$ cat src/rtl/tx_frame_scheduler.sv
// Round-robin front end for the 802.11a transmitter: grants one of two PSDU sources,
// issues Start/LENGTH, serialises bytes LSB-first in step with header/tail, then holds an idle gap.
module tx_frame_scheduler #(
    parameter int unsigned HEADER_CYCLES = 139,
    parameter int unsigned TAIL_CYCLES   = 7,
    parameter int unsigned IFS_CYCLES    = 16
) (
    input  logic        clk_i,
    input  logic        rst_ni,
    input  logic [1:0]  req_i,
    input  logic [11:0] length0_i,
    input  logic [11:0] length1_i,
    input  logic [7:0]  data0_i,
    input  logic [7:0]  data1_i,
    output logic [1:0]  pop_o,
    output logic [1:0]  grant_o,
    output logic [1:0]  reject_o,
    output logic        busy_o,
    output logic        tx_start_o,
    output logic        tx_input_o,
    output logic [11:0] tx_length_o,
    output logic        done_o
);

    typedef enum logic [2:0] {
        S_IDLE   = 3'd0,
        S_START  = 3'd1,
        S_HEADER = 3'd2,
        S_PSDU   = 3'd3,
        S_TAIL   = 3'd4,
        S_IFS    = 3'd5
    } state_e;

    localparam logic [14:0] HDR_LAST  = 15'(HEADER_CYCLES - 32'd1);
    localparam logic [14:0] HDR_POP   = 15'((HEADER_CYCLES >= 32'd2) ? (HEADER_CYCLES - 32'd2) : 32'd0);
    localparam logic [14:0] TAIL_LAST = 15'(TAIL_CYCLES - 32'd1);
    localparam logic [14:0] IFS_LAST  = 15'(IFS_CYCLES - 32'd1);

    state_e      state_q, state_d;
    logic [14:0] cnt_q, cnt_d;
    logic        last_q, last_d;
    logic [7:0]  shreg_q, shreg_d;
    logic [1:0]  pop_q, pop_d;
    logic [1:0]  grant_q, grant_d;
    logic [1:0]  reject_q, reject_d;
    logic        busy_q, busy_d;
    logic        tx_start_q, tx_start_d;
    logic        tx_input_q, tx_input_d;
    logic [11:0] tx_length_q, tx_length_d;
    logic        done_q, done_d;

    logic        win_s;
    logic [11:0] win_len_s;
    logic [7:0]  data_sel_s;
    logic [14:0] last_bit_s;

    // When both sources request, the one that did not win last time goes first.
    function automatic logic pick_winner(input logic [1:0] req, input logic last);
        logic w;
        case (req)
            2'b01:   w = 1'b0;
            2'b10:   w = 1'b1;
            2'b11:   w = ~last;
            default: w = 1'b0;
        endcase
        return w;
    endfunction

    // Next-state and registered-output computation for the frame sequencer.
    always_comb begin
        state_d     = state_q;
        cnt_d       = cnt_q;
        last_d      = last_q;
        shreg_d     = shreg_q;
        pop_d       = 2'b00;
        reject_d    = 2'b00;
        grant_d     = grant_q;
        busy_d      = busy_q;
        tx_start_d  = 1'b0;
        tx_input_d  = 1'b0;
        tx_length_d = tx_length_q;
        done_d      = 1'b0;

        win_s      = pick_winner(req_i, last_q);
        win_len_s  = win_s ? length1_i : length0_i;
        data_sel_s = grant_q[1] ? data1_i : data0_i;
        last_bit_s = {tx_length_q, 3'b000} - 15'd1;

        case (state_q)
            S_IDLE: begin
                if (req_i != 2'b00) begin
                    last_d = win_s;
                    if (win_len_s == 12'd0) begin
                        reject_d[win_s] = 1'b1;
                    end else begin
                        grant_d     = win_s ? 2'b10 : 2'b01;
                        tx_length_d = win_len_s;
                        busy_d      = 1'b1;
                        tx_start_d  = 1'b1;
                        state_d     = S_START;
                    end
                end else begin
                    state_d = S_IDLE;
                end
            end
            S_START: begin
                state_d = S_HEADER;
                cnt_d   = 15'd0;
                if (HEADER_CYCLES == 32'd1) begin
                    pop_d = grant_q;
                end else begin
                    pop_d = 2'b00;
                end
            end
            S_HEADER: begin
                if (cnt_q == HDR_LAST) begin
                    state_d    = S_PSDU;
                    cnt_d      = 15'd0;
                    tx_input_d = data_sel_s[0];
                    shreg_d    = {1'b0, data_sel_s[7:1]};
                end else begin
                    cnt_d = cnt_q + 15'd1;
                    if ((HEADER_CYCLES >= 32'd2) && (cnt_q == HDR_POP)) begin
                        pop_d = grant_q;
                    end else begin
                        pop_d = 2'b00;
                    end
                end
            end
            S_PSDU: begin
                if (cnt_q == last_bit_s) begin
                    state_d = S_TAIL;
                    cnt_d   = 15'd0;
                end else begin
                    cnt_d = cnt_q + 15'd1;
                    // Bit 7 of a byte is on the line: the next head byte is loaded at this edge.
                    if (cnt_q[2:0] == 3'd7) begin
                        tx_input_d = data_sel_s[0];
                        shreg_d    = {1'b0, data_sel_s[7:1]};
                    end else begin
                        tx_input_d = shreg_q[0];
                        shreg_d    = {1'b0, shreg_q[7:1]};
                    end
                    if ((cnt_q[2:0] == 3'd6) && ((cnt_q + 15'd2) <= last_bit_s)) begin
                        pop_d = grant_q;
                    end else begin
                        pop_d = 2'b00;
                    end
                end
            end
            S_TAIL: begin
                if (cnt_q == TAIL_LAST) begin
                    state_d = S_IFS;
                    cnt_d   = 15'd0;
                    done_d  = 1'b1;
                end else begin
                    cnt_d = cnt_q + 15'd1;
                end
            end
            S_IFS: begin
                if (cnt_q == IFS_LAST) begin
                    state_d = S_IDLE;
                    cnt_d   = 15'd0;
                    grant_d = 2'b00;
                    busy_d  = 1'b0;
                end else begin
                    cnt_d = cnt_q + 15'd1;
                end
            end
            default: begin
                state_d = S_IDLE;
                cnt_d   = 15'd0;
                grant_d = 2'b00;
                busy_d  = 1'b0;
            end
        endcase
    end

    // State and output registers with synchronous active-low reset.
    always_ff @(posedge clk_i) begin
        if (!rst_ni) begin
            state_q     <= S_IDLE;
            cnt_q       <= 15'd0;
            last_q      <= 1'b1;
            shreg_q     <= 8'd0;
            pop_q       <= 2'b00;
            grant_q     <= 2'b00;
            reject_q    <= 2'b00;
            busy_q      <= 1'b0;
            tx_start_q  <= 1'b0;
            tx_input_q  <= 1'b0;
            tx_length_q <= 12'd0;
            done_q      <= 1'b0;
        end else begin
            state_q     <= state_d;
            cnt_q       <= cnt_d;
            last_q      <= last_d;
            shreg_q     <= shreg_d;
            pop_q       <= pop_d;
            grant_q     <= grant_d;
            reject_q    <= reject_d;
            busy_q      <= busy_d;
            tx_start_q  <= tx_start_d;
            tx_input_q  <= tx_input_d;
            tx_length_q <= tx_length_d;
            done_q      <= done_d;
        end
    end

    assign pop_o       = pop_q;
    assign grant_o     = grant_q;
    assign reject_o    = reject_q;
    assign busy_o      = busy_q;
    assign tx_start_o  = tx_start_q;
    assign tx_input_o  = tx_input_q;
    assign tx_length_o = tx_length_q;
    assign done_o      = done_q;

endmodule

$ cat config.mk
export PLATFORM = sky130hd
export DESIGN_NAME = tx_frame_scheduler
export DESIGN_NICKNAME = d
export VERILOG_FILES = /design/src/rtl/tx_frame_scheduler.sv
export SDC_FILE = /design/constraint.sdc
export NUM_CORES = 1
export LEC_CHECK = 0
export ABC_AREA = 1
export CAP_MARGIN = 30
export CORE_ASPECT_RATIO = 1.5
export CORE_MARGIN = 3
export CORE_UTILIZATION = 54
export DETAILED_ROUTE_END_ITERATION = 10
export PLACE_DENSITY_LB_ADDON = 0.05
export SLEW_MARGIN = 20
export SYNTH_ARGS = -nofsm -noshare
export SYNTH_HDL_FRONTEND = slang
export SYNTH_SLANG_ARGS = --single-unit
$ cat constraint.sdc
create_clock -name clk_i -period 3.4 [get_ports clk_i]
set_clock_uncertainty 0.2 [all_clocks]
set_input_delay 0.68 -clock clk_i [delete_from_list [all_inputs] [get_ports clk_i]]
set_output_delay 0.68 -clock clk_i [all_outputs]
set_load 0.1 [all_outputs]
Word level (Yosys, flattened, before mapping)

Cells that the tools add are included.

Register bits: 49
Input bits: 44

Reduce and logical (&&, ||, !) cells: 15
$lt $le $gt $ge: 3
Add/subtract/negate cells: 3
Bitwise logic cells: 3
Mux-type cells: 41
Equal/unequal tests: 22

Operators with widths:

| operator                                                             | count |
|---|---|
| 15-bit one-hot mux with 5 select lines                               | 1 |
| 15-bit 2-to-1 mux                                                    | 4 |
| 15-bit by 8-bit == test with 1-bit output, second input constant     | 2 |
| 8-bit 2-to-1 mux                                                     | 3 |
| 3-bit 2-to-1 mux                                                     | 6 |
| 3-bit one-hot mux with 6 select lines                                | 1 |
| 2-bit 2-to-1 mux                                                     | 8 |
| 8-bit one-hot mux with 2 select lines                                | 1 |
| 15-bit by 1-bit adder with 15-bit output, second input constant      | 1 |
| 15-bit by 2-bit adder with 15-bit output, second input constant      | 1 |
| 15-bit == test                                                       | 1 |
| 15-bit by 3-bit == test with 1-bit output, second input constant     | 1 |
| 15-bit by 4-bit == test with 1-bit output, second input constant     | 1 |
| 15-bit <= comparator                                                 | 1 |
| 15-bit by 1-bit subtractor with 15-bit output, second input constant | 1 |
| 2-bit inequality test, second input constant                         | 7 |
| 3-bit == test, second input constant                                 | 4 |
| 12-bit zero test                                                     | 1 |
| 12-bit 2-to-1 mux                                                    | 1 |
| 1-bit 2-to-1 mux                                                     | 9 |
| 3-bit AND reduction                                                  | 3 |
| 4-bit AND reduction                                                  | 2 |
| 7-bit 2-to-1 mux                                                     | 1 |
| 3-bit by 2-bit == test with 1-bit output, second input constant      | 2 |
| 17 further kinds                                                     | 24 |

Depth between registers and ports, before layout

Depth after elaboration: 7
Mapped depth: 17

Least setup slack after synthesis

OpenSTA, ideal clock, no wires.

Path kind: register to register
Start point: register tx_length_q[0], in the netlist tx_length_o[0]
End point: register pop_q[0], in the netlist pop_o[0]
Slack: 0.304 ns
Setup time: 0.119 ns
Clock period less this slack: 3.096 ns
Buffers on the path: 0
Cell stages (with the launch flop): 17
Data arrival time: 2.777 ns
Cell sequence: dfxtp_1 > inv_1 > ha_1 > nand3_2 > inv_2 > nand2_1 > nand2_1 > nand2_1 > inv_1 > ha_1 > nand2_1 > nor2_1 > nand3_1 > o2111ai_1 > nand2_1 > nand2_1 > a21oi_1

Longest elaborated chain between the ends: 6
Elaborated cells on any way between the ends: 7

RTL lines:

| what                                            | RTL line | RTL |
|---|---|---|
| start, declared                                 | 49       | `logic [11:0] tx_length_q, tx_length_d;` |
| start signal, assigned                          | 205      | `tx_length_q <= tx_length_d;` |
| 15-bit by 1-bit subtractor with 15-bit output * | 87       | `last_bit_s = {tx_length_q, 3'b000} - 15'd1;` |
| 15-bit <= comparator                            | 144      | `if ((cnt_q[2:0] == 3'd6) && ((cnt_q + 15'd2) <= last_bit_s)) begin` |
| 1-bit logical AND                               | 144      |  |
| 2-bit 2-to-1 mux                                | 144      |  |
| 2-bit 2-to-1 mux *                              | 131      | `if (cnt_q == last_bit_s) begin` |
| 2-bit one-hot mux with 2 select lines *         | 89       | `case (state_q)` |
| end signal, assigned                            | 199      | `pop_q <= pop_d;` |
| end, declared                                   | 43       | `logic [1:0] pop_q, pop_d;` |

Every way passes the cells marked *; elsewhere a longest branch is shown, timed or not.
A chain may end at the register's enable or synchronous reset.

Worst setup path in the final report

Start point: register cnt_q[2]
End point: register pop_q[0], in the netlist pop_o[0]

Longest elaborated chain between the ends: 6
Elaborated cells on any way between the ends: 12

RTL lines:

| what                                     | RTL line | RTL |
|---|---|---|
| start, declared                          | 40       | `logic [14:0] cnt_q, cnt_d;` |
| start signal, assigned                   | 196      | `cnt_q <= cnt_d;` |
| 15-bit by 2-bit adder with 15-bit output | 144      |  |
| 15-bit <= comparator                     | 144      |  |
| 1-bit logical AND                        | 144      |  |
| 2-bit 2-to-1 mux                         | 144      |  |
| 2-bit 2-to-1 mux                         | 131      |  |
| 2-bit one-hot mux with 2 select lines *  | 89       |  |

Marked as above.

==> impl_metrics.ini <==
[status]
status = finished, final reports clean

[synthesis]
syn-cell-area_um2 = 3660
synth_edf_count = 0
yosys.area.top_type = dfxtp_1
synth_fp_nets = 619
seq_area_frac_synth_pct = 26.3
yosys-top-cells-area = dfxtp_1 26%, nand2_1 14%, inv_1 7.1%, ha_1 6.8%, nand3_1 6.6%
ys_async_sr_fraction_pct = 0
synth-seq-cells = 48
ys_types = 36
synth_flop_cell = dfxtp_1
ys_top_cells_by_count = 140 x nand2_1, 69 x inv_1, 48 x dfxtp_1, 48 x nand3_1, 47 x nor2_1
avgSynthCellArea_um2 = 6.59
syn-instance-count = 555
synth_top_area_share_pct = 26.3
yosys_warnings = 0
yosysMostFrequentCell = nand2_1

[timing]
holdWs_ns = 0.282
min_period_ns = 3.04
hold_violations = 0
report.final.slew_viol_count = 0
fmax_ghz = 0.329
relSlewSlack_pct = 50.8
worstMarginPinSlew_ns = 0.736
fin_setup_tns_ns = 0
period_share_pct = 89.3
setup_viol = 0
rsz0062_at_grt = no

[setup_path]
max_stage_delay_ns = 0.44
crit_chain = ha_1 > nand2_1 > nor2_1 > inv_1 > nor2_1 > nand2_1 > nor2_1 > xor2_1 > ha_1 > nand2_1 > nor2_1 > nand3_1 > o2111ai_1 > nand2_1 > nand2_1 > a21oi_1
worstSetupPathType = reg2reg
start_kind = register
crit_path_frequent_cell = nand2_1
arrival_ns = 3.04
cp_slowest_cell = dfxtp_1
crit_required_ns = 3.40
cp-end-kind = register
path_buf_inv = 1
path_max_fanout = 6
cp_top_family = simple AND/OR/NAND/NOR gates

[pwr]
switchingPower_mw = 1.94
peakVddDrop_mv = 0.444
seqPwrFrac_pct = 25.0
internal_power_mw = 1.48
p_leak_nw = 2.00
pwr-share-comb_pct = 64.9
switching_share_pct = 56.8
p_clk_share_pct = 10.2
powerDensity_nw_per_um2 = 788

[floorplanning]
coreArea_um2 = 6530
die_x_um = 73.2
die_height_um = 107
ios = 66
num_rows = 36
initial_core_util_pct = 56.0
dieArea_um2 = 7820

[global_route]
grt_max_degree = 28
grt_pass1_wl_mm = 15.7
first_global_vias = 3642
grt_usage_pct = 25.4
antenna_found_initial = 0
overflow = 0

[detailed_routing]
dr.first_iter.drc_count = 169
wl_mm = 9.37
wl_per_cell_um = 13.6
ant_nets = 0
vias = 3697
drtPass1Iterations = 6
vias_per_cell = 5.35
drc = 0

[clock_tree]
tritoncts = built
clk_pin_slew_ns = 0.09
ctsLongestPathBuffers = 2
h-tree-depth = 2
ctsHoldBuffers = 0
cts_resized = 0
cts_setup_buffers = 0
numCtsBuffers = 5
insertion_delay_ns = 0.31
cts_sinks = 48
ctsRootBufferMaster = clkbuf_8

[final_layout]
antenna_cells = 0
finalNetCount = 678
area_growth_pct = 18.7
fillers = 610
regArea_um2 = 961
fin_cells = 691
drive_above_1_share_pct = 12.8
multi_input_area_um2 = 2320

[placed_design]
placed_cells = 683
portBuffers = 65
gp_congestion = 0.901
hpwl_mm = 7.77

[worst_hold_path]
hold_path_class = reg2reg

[job]
max-cap-violations = 0
path summary, 6_finish.rpt:
check                  end  cells past startpoint       start  slack (ns)
setup reg to reg  pop_o[0]                     16    cnt_q[2]        0.36
setup / recovery  pop_o[0]                     16    cnt_q[2]        0.36
hold reg to reg   pop_o[0]                      2  grant_o[0]        0.28
hold / removal    pop_o[0]                      2  grant_o[0]        0.28
registers in the layout, indices dropped and copies added, names as in the netlist:
register	count
pop_o	2
shreg_q	7
reject_o	2
state_q	3
grant_o	2
last_q	1
tx_length_o	12
tx_input_o	1
busy_o	1
cnt_q	15
done_o	1
tx_start_o	1
cell type report:
class                      count  area share, %
clock buffer                   5           1.58
tap                           76           2.19
inverter                      72           6.22
timing repair buffer          67           14.1
sequential                    48           22.1
multi-input combinational    420           53.4
clock inverter                 3          0.432
per-stage QoR:
step	util [%]	setup WS [ns]	area, um2	power, mW
final	66.5	0.364	4340	3.42
after global routing	66.5	0.0269	4340	3.70
after CTS	66.5	0.438	4340	3.43
after detailed placement	65.2	0.241	4260	3.09
after global placement	65.2	0.350	4260	3.05
after floorplan	-	0.304	3660	2.66
cell usage in the layout, fill, tap and decap left out, types with 2 or more instances in the layout:
master	Yosys	final
o21ai_1	3	3
o2111ai_1	2	2
o21ai_0	33	33
nand4_1	8	8
nor3_1	14	14
inv_2	3	3
o22ai_2	10	10
clkdlybuf4s50_1	0	43
nand2_1	140	140
dfxtp_1	48	48
nor2_4	3	3
nand3_2	7	7
buf_4	2	24
nor2_2	7	7
nand2_2	8	8
nor2_1	47	47
xor2_1	20	20
clkinv_2	0	2
o22ai_1	3	3
nor3_2	2	2
nand2_4	3	3
inv_1	69	69
a21oi_1	33	33
nand3_1	48	48
clkbuf_8	0	5
ha_1	20	20
nor4_1	2	2
power groups by stage:
stage / logic (mW) / clock network [mW] / registers [mW]
after global routing: 2.46 / 0.371 / 0.874
after CTS: 2.23 / 0.351 / 0.855
after detailed placement: 2.22 / 0 / 0.867
after global placement: 2.18 / 0 / 0.866
after floorplan: 1.26 / 0 / 1.40
final: 2.22 / 0.347 / 0.855
tightest hold or removal path: cells and delay by family, from the launching register on:
| kind | cells | cell delay [ns] |
|---|---|---|
| DFF | 1 | 0.34 |
| AOI/OAI and AO/OA | 1 | 0.04 |
| and+or+nand+nor | 1 | 0.07 |
cell families after synthesis:
family	Yosys count	share of synthesized area, %
muxes	1	0.274
AOI/OAI and AO/OA	85	14.1
adders and majority gates	20	6.84
DFF	48	26.3
buffers and inverters	87	10.3
xor gates and xnor gates	20	4.79
and+or+nand+nor	294	37.4
routing by layer:
metal | global-route usage [%] | vias up | routed length, um
li1 | - | 1927 | -
met1 | 25.0 | 1664 | 3600
met2 | 50.5 | 84 | 5230
met3 | 3.00 | 22 | 264
met4 | 10.3 | 0 | 271
met5 | 0 | - | 0
Note: power is estimated with default switching activity, not from simulation.
